`config.mk`:
```
export PLATFORM = sky130hd
export DESIGN_NAME = kpyd_scan
export DESIGN_NICKNAME = d
export VERILOG_FILES = /design/src/rtl/kpyd_scan.sv
export SDC_FILE = /design/constraint.sdc
export NUM_CORES = 1
export LEC_CHECK = 0
export CORE_MARGIN = 3
export CORE_UTILIZATION = 44
export CTS_BUF_LIST = sky130_fd_sc_hd__clkbuf_8
export DETAILED_ROUTE_END_ITERATION = 12
export PLACE_DENSITY = 0.73
export SLEW_MARGIN = 20
export SYNTH_ARGS = -nofsm -noshare
export SYNTH_HDL_FRONTEND = slang
export SYNTH_SLANG_ARGS = --single-unit
```
`constraint.sdc`:
```
create_clock -name clk_i -period 2.5 [get_ports clk_i]
set_clock_uncertainty 0.1 [all_clocks]
set_input_delay 0.25 -clock clk_i [delete_from_list [all_inputs] [get_ports clk_i]]
set_output_delay 0.25 -clock clk_i [all_outputs]
set_load 0.02 [all_outputs]
```
`src/rtl/kpyd_scan.sv`:
```
// 4x4 keypad scanner: drives one column at a time, debounces a press on the
// lowest active row, hands the key code over valid/ready and waits for release.
module kpyd_scan #(
  parameter int settle_p   = 16,
  parameter int debounce_p = 4
) (
  input  logic       clk_i,
  input  logic       reset_i,
  input  logic [3:0] rows_i,
  output logic [3:0] cols_o,
  output logic       valid_o,
  input  logic       ready_i,
  output logic [3:0] key_o,
  output logic       held_o
);

  localparam int sw = $clog2(settle_p);
  localparam int dw = $clog2(debounce_p + 1);
  localparam logic [sw-1:0] settle_last = sw'(settle_p - 1);
  localparam logic [dw-1:0] deb_target  = dw'(debounce_p);

  typedef enum logic [1:0] {
    SCAN,
    CONFIRM,
    EMIT,
    RELEASE
  } state_e;

  state_e        state_q,   state_d;
  logic [1:0]    col_q,     col_d;
  logic [sw-1:0] settle_q,  settle_d;
  logic [dw-1:0] match_q,   match_d;
  logic [dw-1:0] release_q, release_d;
  logic [3:0]    cand_q,    cand_d;
  logic [3:0]    cols_q,    cols_d;
  logic          valid_q,   valid_d;
  logic [3:0]    key_q,     key_d;
  logic          held_q,    held_d;

  logic          sample;
  logic [1:0]    hit_row;
  logic          any_row;

  function automatic logic [1:0] lowest_row(input logic [3:0] r);
    logic [1:0] idx;
    idx = 2'd0;
    for (int i = 3; i >= 0; i--) begin
      if (r[i]) idx = 2'(i);
    end
    return idx;
  endfunction

  always_comb begin
    // NOTE: every signal gets a default before the case so no path leaves it unassigned (no latches).
    state_d   = state_q;
    col_d     = col_q;
    match_d   = match_q;
    release_d = release_q;
    cand_d    = cand_q;
    sample    = (settle_q == settle_last);
    any_row   = (rows_i != 4'b0000);
    hit_row   = lowest_row(rows_i);

    unique case (state_q)
      SCAN: begin
        if (sample) begin
          if (!any_row) begin
            col_d = col_q + 2'd1;
          end else begin
            cand_d  = {hit_row, col_q};
            match_d = dw'(1);
            state_d = (debounce_p == 1) ? EMIT : CONFIRM;
          end
        end
      end
      CONFIRM: begin
        if (sample) begin
          if (any_row && hit_row == cand_q[3:2]) begin
            if (match_q + dw'(1) == deb_target) begin
              state_d = EMIT;
              match_d = '0;
            end else begin
              match_d = match_q + dw'(1);
            end
          end else begin
            state_d = SCAN;
            match_d = '0;
            col_d   = col_q + 2'd1;
          end
        end
      end
      EMIT: begin
        if (ready_i) begin
          state_d   = RELEASE;
          release_d = '0;
        end
      end
      RELEASE: begin
        if (sample) begin
          if (any_row) begin
            release_d = '0;
          end else if (release_q + dw'(1) == deb_target) begin
            state_d   = SCAN;
            release_d = '0;
            col_d     = col_q + 2'd1;
          end else begin
            release_d = release_q + dw'(1);
          end
        end
      end
      default: state_d = SCAN;
    endcase

    // Column changes only on a sample edge, so this restart also realises the wrap.
    settle_d = (sample || col_d != col_q) ? '0 : settle_q + sw'(1);

    key_d   = (state_d == EMIT && state_q != EMIT) ? cand_d : key_q;
    valid_d = (state_d == EMIT);
    held_d  = (state_d == EMIT) || (state_d == RELEASE);
    cols_d  = ~(4'b0001 << col_d);
  end

  // NOTE: reset is synchronous, and all state uses non-blocking assignments so every flop samples pre-edge values.
  always_ff @(posedge clk_i) begin
    if (reset_i) begin
      state_q   <= SCAN;
      col_q     <= 2'd0;
      settle_q  <= '0;
      match_q   <= '0;
      release_q <= '0;
      cand_q    <= 4'd0;
      cols_q    <= 4'b1110;
      valid_q   <= 1'b0;
      key_q     <= 4'd0;
      held_q    <= 1'b0;
    end else begin
      state_q   <= state_d;
      col_q     <= col_d;
      settle_q  <= settle_d;
      match_q   <= match_d;
      release_q <= release_d;
      cand_q    <= cand_d;
      cols_q    <= cols_d;
      valid_q   <= valid_d;
      key_q     <= key_d;
      held_q    <= held_d;
    end
  end

  assign cols_o  = cols_q;
  assign valid_o = valid_q;
  assign key_o   = key_q;
  assign held_o  = held_q;

endmodule

```
==> impl_metrics.csv, run 1 <==
group,metric,value,unit
pwr,p_int,570,uW
grt,grt_pass1_vias,1375,
placement,place_hpwl,2.72,mm
pwr,leakage,0.000732,uW
layout,nets,224,
layout,fin_area,0.00185,sq mm
placement,io_buffers,16,
synth,mappedNetlistArea,0.00145,sq mm
layout,final_layout_size_suffix_gt1_share,16.1,%
synth,yosysTopAreaCellShare,37.3,%
synth,syn_area_per_cell,8.15,sq um
layout,diodes,0,
timing,min_period_over_period,95.3,%
synth,synth_compound_area_share,17.5,%
clocking,clock-root-buffer,"clkbuf_8",
clocking,cts_setup_buffers,0,
floorplan,dieWidth,63.4,um
route,first_pass_iters,4,
clocking,cts_buffer_depth,2,
timing,worst_slack,0.117,ns
synth,synthTopCellsByArea,"dfxtp_1 (37%), nor2_1 (6.0%), a21oi_1 (4.8%), ha_1 (4.3%), nand2_1 (4.1%)",
worst_hold_path,hold_path.class,"reg -> reg",
clocking,clock-sinks,27,
critical_path,crit_path_cell_trace,"ha_2 -> nand4_1 -> or4_1 -> a31oi_1 -> a2111oi_4 -> buf_4 -> or3b_1",
critical_path,critical_path.slowest_cell,"or4_1",
placement,gp_congestion,0.882,
synth,synthSimpleGateAreaFrac,29.2,%
route,wirelength,3.48,mm
critical_path,ff2ff_setup_slack,0.12,ns
synth,synth-xor-area-share,1.21,%
pwr,seq_power_share,59.6,%
timing,hold_viol,0,
timing,rsz0062_at_grt,"no",
critical_path,crit_buf_inv,1,
pwr,comb_power_share,6.3,%
grt,antenna_found_initial,0,
clocking,cts_tree,"yes",
pwr,powerDensity,398,mW/mm^2
layout,seq_area,541,sq um
pwr,swShare,22.5,%
critical_path,cp_top_family,"simple AND/OR/NAND/NOR gates",
timing,holdWs,0.371,ns
pwr,power_frac_clock,34.1,%
pwr,ir_worst_vdd,0.000251,V
synth,syn-num-nets,190,
synth,synth_warnings,0,
route,drt_iter0_markers,66,
clocking,clk_latency,0.28,ns
floorplan,die_area,0.00402,sq mm
layout,final_cell_count_no_fill,255,
timing,drv_slew,0,
synth,postSynthCellCount,178,
clocking,cts.hold.buffers_added,0,
placement,placedCellCount,251,
grt,grt_pass1_wl,6.05,mm
synth,muxShareOfSynthArea,4.49,%
floorplan,start_util,46.7,%
route,viasPerCell,5.52,
critical_path,end_kind,"flop",
synth,seq_area_frac_synth,37.3,%
clocking,clk_pin_slew,0.09,ns
critical_path,critical-path-max-stage-delay,0.44,ns
route,ant_nets,0,
critical_path,start_kind,"flop",
timing,setup_violations,0,
route,wl_per_cell,13.7,um
critical_path,critPathKind,"reg -> reg",
job,cap_violations,0,
floorplan,dieHeight,63.4,um
synth,synth_fa_ha_area_share,4.31,%
layout,fillers,305,
synth,synth_top_family_by_area,"simple AND/OR/NAND/NOR gates",
route,drc,0,
critical_path,crit_arrival,2.45,ns
clocking,htree_levels,1,
clocking,numCtsBuffers,3,
placement,place_worst_setup_slack,-0.0885,ns
floorplan,coreArea,0.00310,sq mm
route,vias,1407,
layout,multi_input_area,835,sq um
synth,ys.flop_type,"dfxtp_1",
synth,synth_cell_types,45,
pwr,power_switching,166,uW
layout,fin_util,59.5,%
timing,tightest_slew,0.476,ns
timing,finalCriticalPeriod,2.38,ns
floorplan,pin_count,17,
synth,synthArstFlopShare,0,%
timing,relSlewSlack,68.2,%
critical_path,cp_max_fo,5,
synth,synth_seq_cells,27,
grt,track_usage,18.6,%
floorplan,fp-row-count,20,
grt,grt_max_degree,16,
timing,fmax,0.420,GHz
grt,grt.overflow.total,0,
synth,yosysTopAreaCell,"dfxtp_1",
critical_path,cp_data_required_time,2.56,ns
layout,area_growth_syn_to_layout,27.4,%
synth,synth-edff-count,0,
placement,postPlaceCellArea,0.00179,sq mm
status,status,"finished clean",
==> cell usage in the layout (no fill, tap or decap), types with 2 or more instances in the layout <==
cell type,Yosys,final
nand3_1,4,4
nor4_1,4,4
clkdlybuf4s50_1,0,16
ha_1,5,4
clkbuf_8,0,3
dfxtp_1,27,27
a21oi_1,14,14
and3_1,4,4
nor2_1,23,23
o21ai_1,2,2
nand2_1,16,16
mux2_1,3,3
a31oi_1,4,4
inv_1,8,8
or3_1,2,2
nor2b_1,5,5
nor3_1,9,9
nand3b_1,3,3
nand4_1,2,2
or3b_1,2,2
o21ai_0,5,5
mux2i_1,2,2
buf_4,0,24
==> cells in the mapped netlist, types with 2 or more instances <==
library cell and n:
a21oi_1 14, a31oi_1 4, and3_1 4, buf_6 2, clkbuf_1 9, dfxtp_1 27
ha_1 5, inv_1 8, mux2_1 3, mux2i_1 2, nand2_1 16, nand3_1 4
nand3b_1 3, nand4_1 2, nor2_1 23, nor2b_1 5, nor3_1 9, nor4_1 4
o21ai_0 5, o21ai_1 2, or3_1 2, or3b_1 2
==> worst register-to-register path, stage by stage, from the launching register on <==
cell	delay, ns
dfxtp_1	0.39
ha_2	0.25
nand4_1	0.21
or4_1	0.44
a31oi_1	0.29
a2111oi_4	0.10
buf_4	0.16
or3b_1	0.33
==> worst paths after layout <==
kind,from,to,cells after the start
hold reg to reg,match_q[2],match_q[2],2
hold / removal,match_q[2],match_q[2],2
setup reg to reg,settle_q[0],cols_o[2],7
setup / recovery,settle_q[0],cols_o[2],7
==> flip-flops by register name, summed over array words and instances (netlist names) <==
name / count
cand_q: 4
col_q: 2
cols_o: 4
held_o: 1
key_o: 4
match_q: 3
release_q: 3
settle_q: 4
state_q: 1
valid_o: 1
==> cell families (layout without fill, tap and decap cells) <==
| family | after synthesis | after routing |
|---|---|---|
| compound gates | 37 | 37 |
| fa+ha+maj | 5 | 5 |
| xor+xnor | 2 | 2 |
| simple gates | 82 | 82 |
| flops | 27 | 27 |
| buf+inv | 19 | 52 |
| mux | 6 | 6 |
==> area by class of cell <==
cell class                      instances  share of cell area, %
Timing Repair Buffer                   40                   18.4
Tap cell                               44                   2.98
Inverter                                8                   1.63
Sequential cell                        27                   29.3
Clock buffer                            3                   2.24
Multi-Input combinational cell        132                   45.2
Clock inverter                          1                  0.271
==> stage by stage <==
stage / setup TNS (ns) / total power [uW]
after floorplan: 0 / 471
after global placement: -0.198 / 492
after detailed placement: -0.254 / 494
after CTS: 0 / 742
after global routing: 0 / 767
final: 0 / 736
==> metal layers <==
| metal | GRT usage, % | wire, um | share of wire, % | up-vias |
|---|---|---|---|---|
| met5 | 0 | 0 | 0 | - |
| met4 | 6.74 | 40 | 1.1 | 0 |
| met3 | 2.67 | 121 | 3.5 | 5 |
| met2 | 34.4 | 1850 | 53 | 21 |
| met1 | 21.5 | 1470 | 42 | 680 |
| li1 | - | - | - | 701 |
==> power groups by stage <==
stage	Sequential, uW	Combinational [uW]	Clock (uW)
after global routing	440	51.0	276
final	438	46.5	251
after CTS	438	46.2	258
after floorplan	447	23.4	0
after detailed placement	448	45.9	0
after global placement	448	43.9	0
==> repair_timing <==
item | CTS | global route
gates resized for setup | 0 | 3
endpoints found under the hold margin | 0 | 0
setup endpoints to repair | 0 | 3
Note: power is estimated with default switching activity, not from simulation.
==> inputs of run 2 (changes only) <==
Settings changed: CAP_MARGIN set to 0, CELL_PAD_IN_SITES_DETAIL_PLACEMENT set to 1, CELL_PAD_IN_SITES_GLOBAL_PLACEMENT set to 2, CORE_UTILIZATION 44 to 34, GPL_ROUTABILITY_DRIVEN set to 0, PLACE_DENSITY 0.73 to 0.89.
==> impl_metrics.csv, run 2 (synthesis gave the netlist of run 1 again) <==
group,metric,value,unit
placement,io_buffers,16,
critical_path,critical_path.slowest_cell,"dfxtp_1",
floorplan,fp-row-count,23,
clocking,clock-sinks,27,
timing,tightest_slew,0.656,ns
critical_path,crit_path_cell_trace,"ha_4 -> nand4_1 -> buf_4 -> buf_4 -> nor4_1 -> a311o_1 -> a2111oi_4 -> buf_4 -> or3b_1",
grt,antenna_found_initial,0,
placement,place_worst_setup_slack,-0.168,ns
route,drc,0,
placement,place_hpwl,3.03,mm
critical_path,cp_data_required_time,2.56,ns
route,vias,1374,
route,viasPerCell,5.33,
clocking,clk_pin_slew,0.10,ns
timing,holdWs,0.362,ns
layout,mostFrequentLayoutCells,"dfxtp_1 (26), nor2_1 (23), buf_4 (21)",
worst_hold_path,hold_path.class,"reg -> reg",
grt,grt_pass1_vias,1541,
timing,worst_slack,0.0223,ns
timing,fmax,0.404,GHz
clocking,clock-root-buffer,"clkbuf_8",
pwr,power,737,uW
floorplan,dieHeight,71.3,um
pwr,ir_worst_vdd,0.000195,V
pwr,leakage,0.000721,uW
grt,grt_max_degree,18,
layout,fin_util,45.7,%
route,first_pass_iters,3,
floorplan,die_area,0.00508,sq mm
timing,hold_viol,0,
floorplan,start_util,35.7,%
timing,relSlewSlack,56.1,%
layout,final_layout_size_suffix_gt1_share,16.3,%
critical_path,critPathKind,"reg -> reg",
layout,area_growth_syn_to_layout,27.8,%
status,status,"finished clean",
job,cap_violations,0,
timing,setup-tns-final,0,ns
route,drt_iter0_markers,80,
grt,track_usage,16.6,%
route,wirelength,4.06,mm
clocking,numCtsBuffers,3,
floorplan,coreArea,0.00406,sq mm
timing,min_period_over_period,99.1,%
clocking,htree_levels,1,
clocking,cts_tree,"yes",
timing,drv_slew,0,
grt,grt_pass1_wl,6.86,mm
floorplan,pin_count,17,
critical_path,critical-path-max-stage-delay,0.40,ns
critical_path,crit_path_frequent_cell,"buf_4",
timing,setup_violations,0,
clocking,clk_latency,0.27,ns
floorplan,dieWidth,71.3,um
layout,nets,221,
grt,grt.overflow.total,0,
timing,finalCriticalPeriod,2.48,ns
pwr,powerDensity,398,mW/mm^2
layout,diodes,0,
clocking,cts_buffer_depth,2,
critical_path,cp_max_fo,5,
critical_path,crit_arrival,2.54,ns
layout,layout_commonest_cell,"dfxtp_1",
route,ant_nets,0,
critical_path,start_kind,"flop",
critical_path,end_kind,"flop",
route,wl_per_cell,15.7,um
==> run 2: what timing repair did <==
item                                    CTS  global route
setup buffers                             2             1
pin swaps                                 1             2
cloned                                    0             0
endpoints found under the setup margin    1             3
hold buffers                              0             0
gates resized for setup                   0             8
==> run 2: layer usage <==
| metal | vias to the layer above | global-route usage (%) | wire length (um) |
|---|---|---|---|
| li1 | 694 | - | - |
| met1 | 670 | 19.0 | 1830 |
| met2 | 8 | 30.8 | 2150 |
| met3 | 2 | 3.37 | 64 |
| met4 | 0 | 4.59 | 17 |
| met5 | - | 0 | 0 |
==> run 2: final cells by class <==
type                            count  area, sq um
Fill cell                         488         2200
Multi-Input combinational cell    132          856
Sequential cell                    27          542
Timing Repair Buffer               37          318
Tap cell                           50         62.6
Clock buffer                        3         41.3
Inverter                            8         30.0
Clock inverter                      1         3.75
==> run 2: path summary, 6_finish.rpt <==
kind                             endpoint  cells past startpoint  slack, ns   startpoint
worst max register to register  cols_o[2]                      9       0.02  settle_q[1]
worst min-delay path             key_o[2]                      2       0.36     key_o[2]
worst max-delay path            cols_o[2]                      9       0.02  settle_q[1]
worst min register to register   key_o[2]                      2       0.36     key_o[2]
==> run 2: through the flow <==
| stage | instances | instance area (sq um) |
|---|---|---|
| after global routing | 258 | 1850 |
| after detailed placement | 251 | 1750 |
| after floorplan | 178 | 1450 |
| final | 258 | 1850 |
| after CTS | 257 | 1810 |
| after global placement | 251 | 1750 |
==> run 2: report_power, final <==
part / switching (uW) / internal, uW / leakage, uW
sequential: 4.62 / 434 / 0.000218
combinational: 25.4 / 26.0 / 0.000476
clock: 137 / 110 / 0.0000269
total: 167 / 570 / 0.000721
==> run 2: critical path, delay by kind of cell, from the launching register on <==
family                     cells  cell delay [ns]
DFF                            1             0.40
adders and majority gates      1             0.18
buffers and inverters          3             0.53
and+or+nand+nor                3             0.87
AOI/OAI and AO/OA              2             0.30
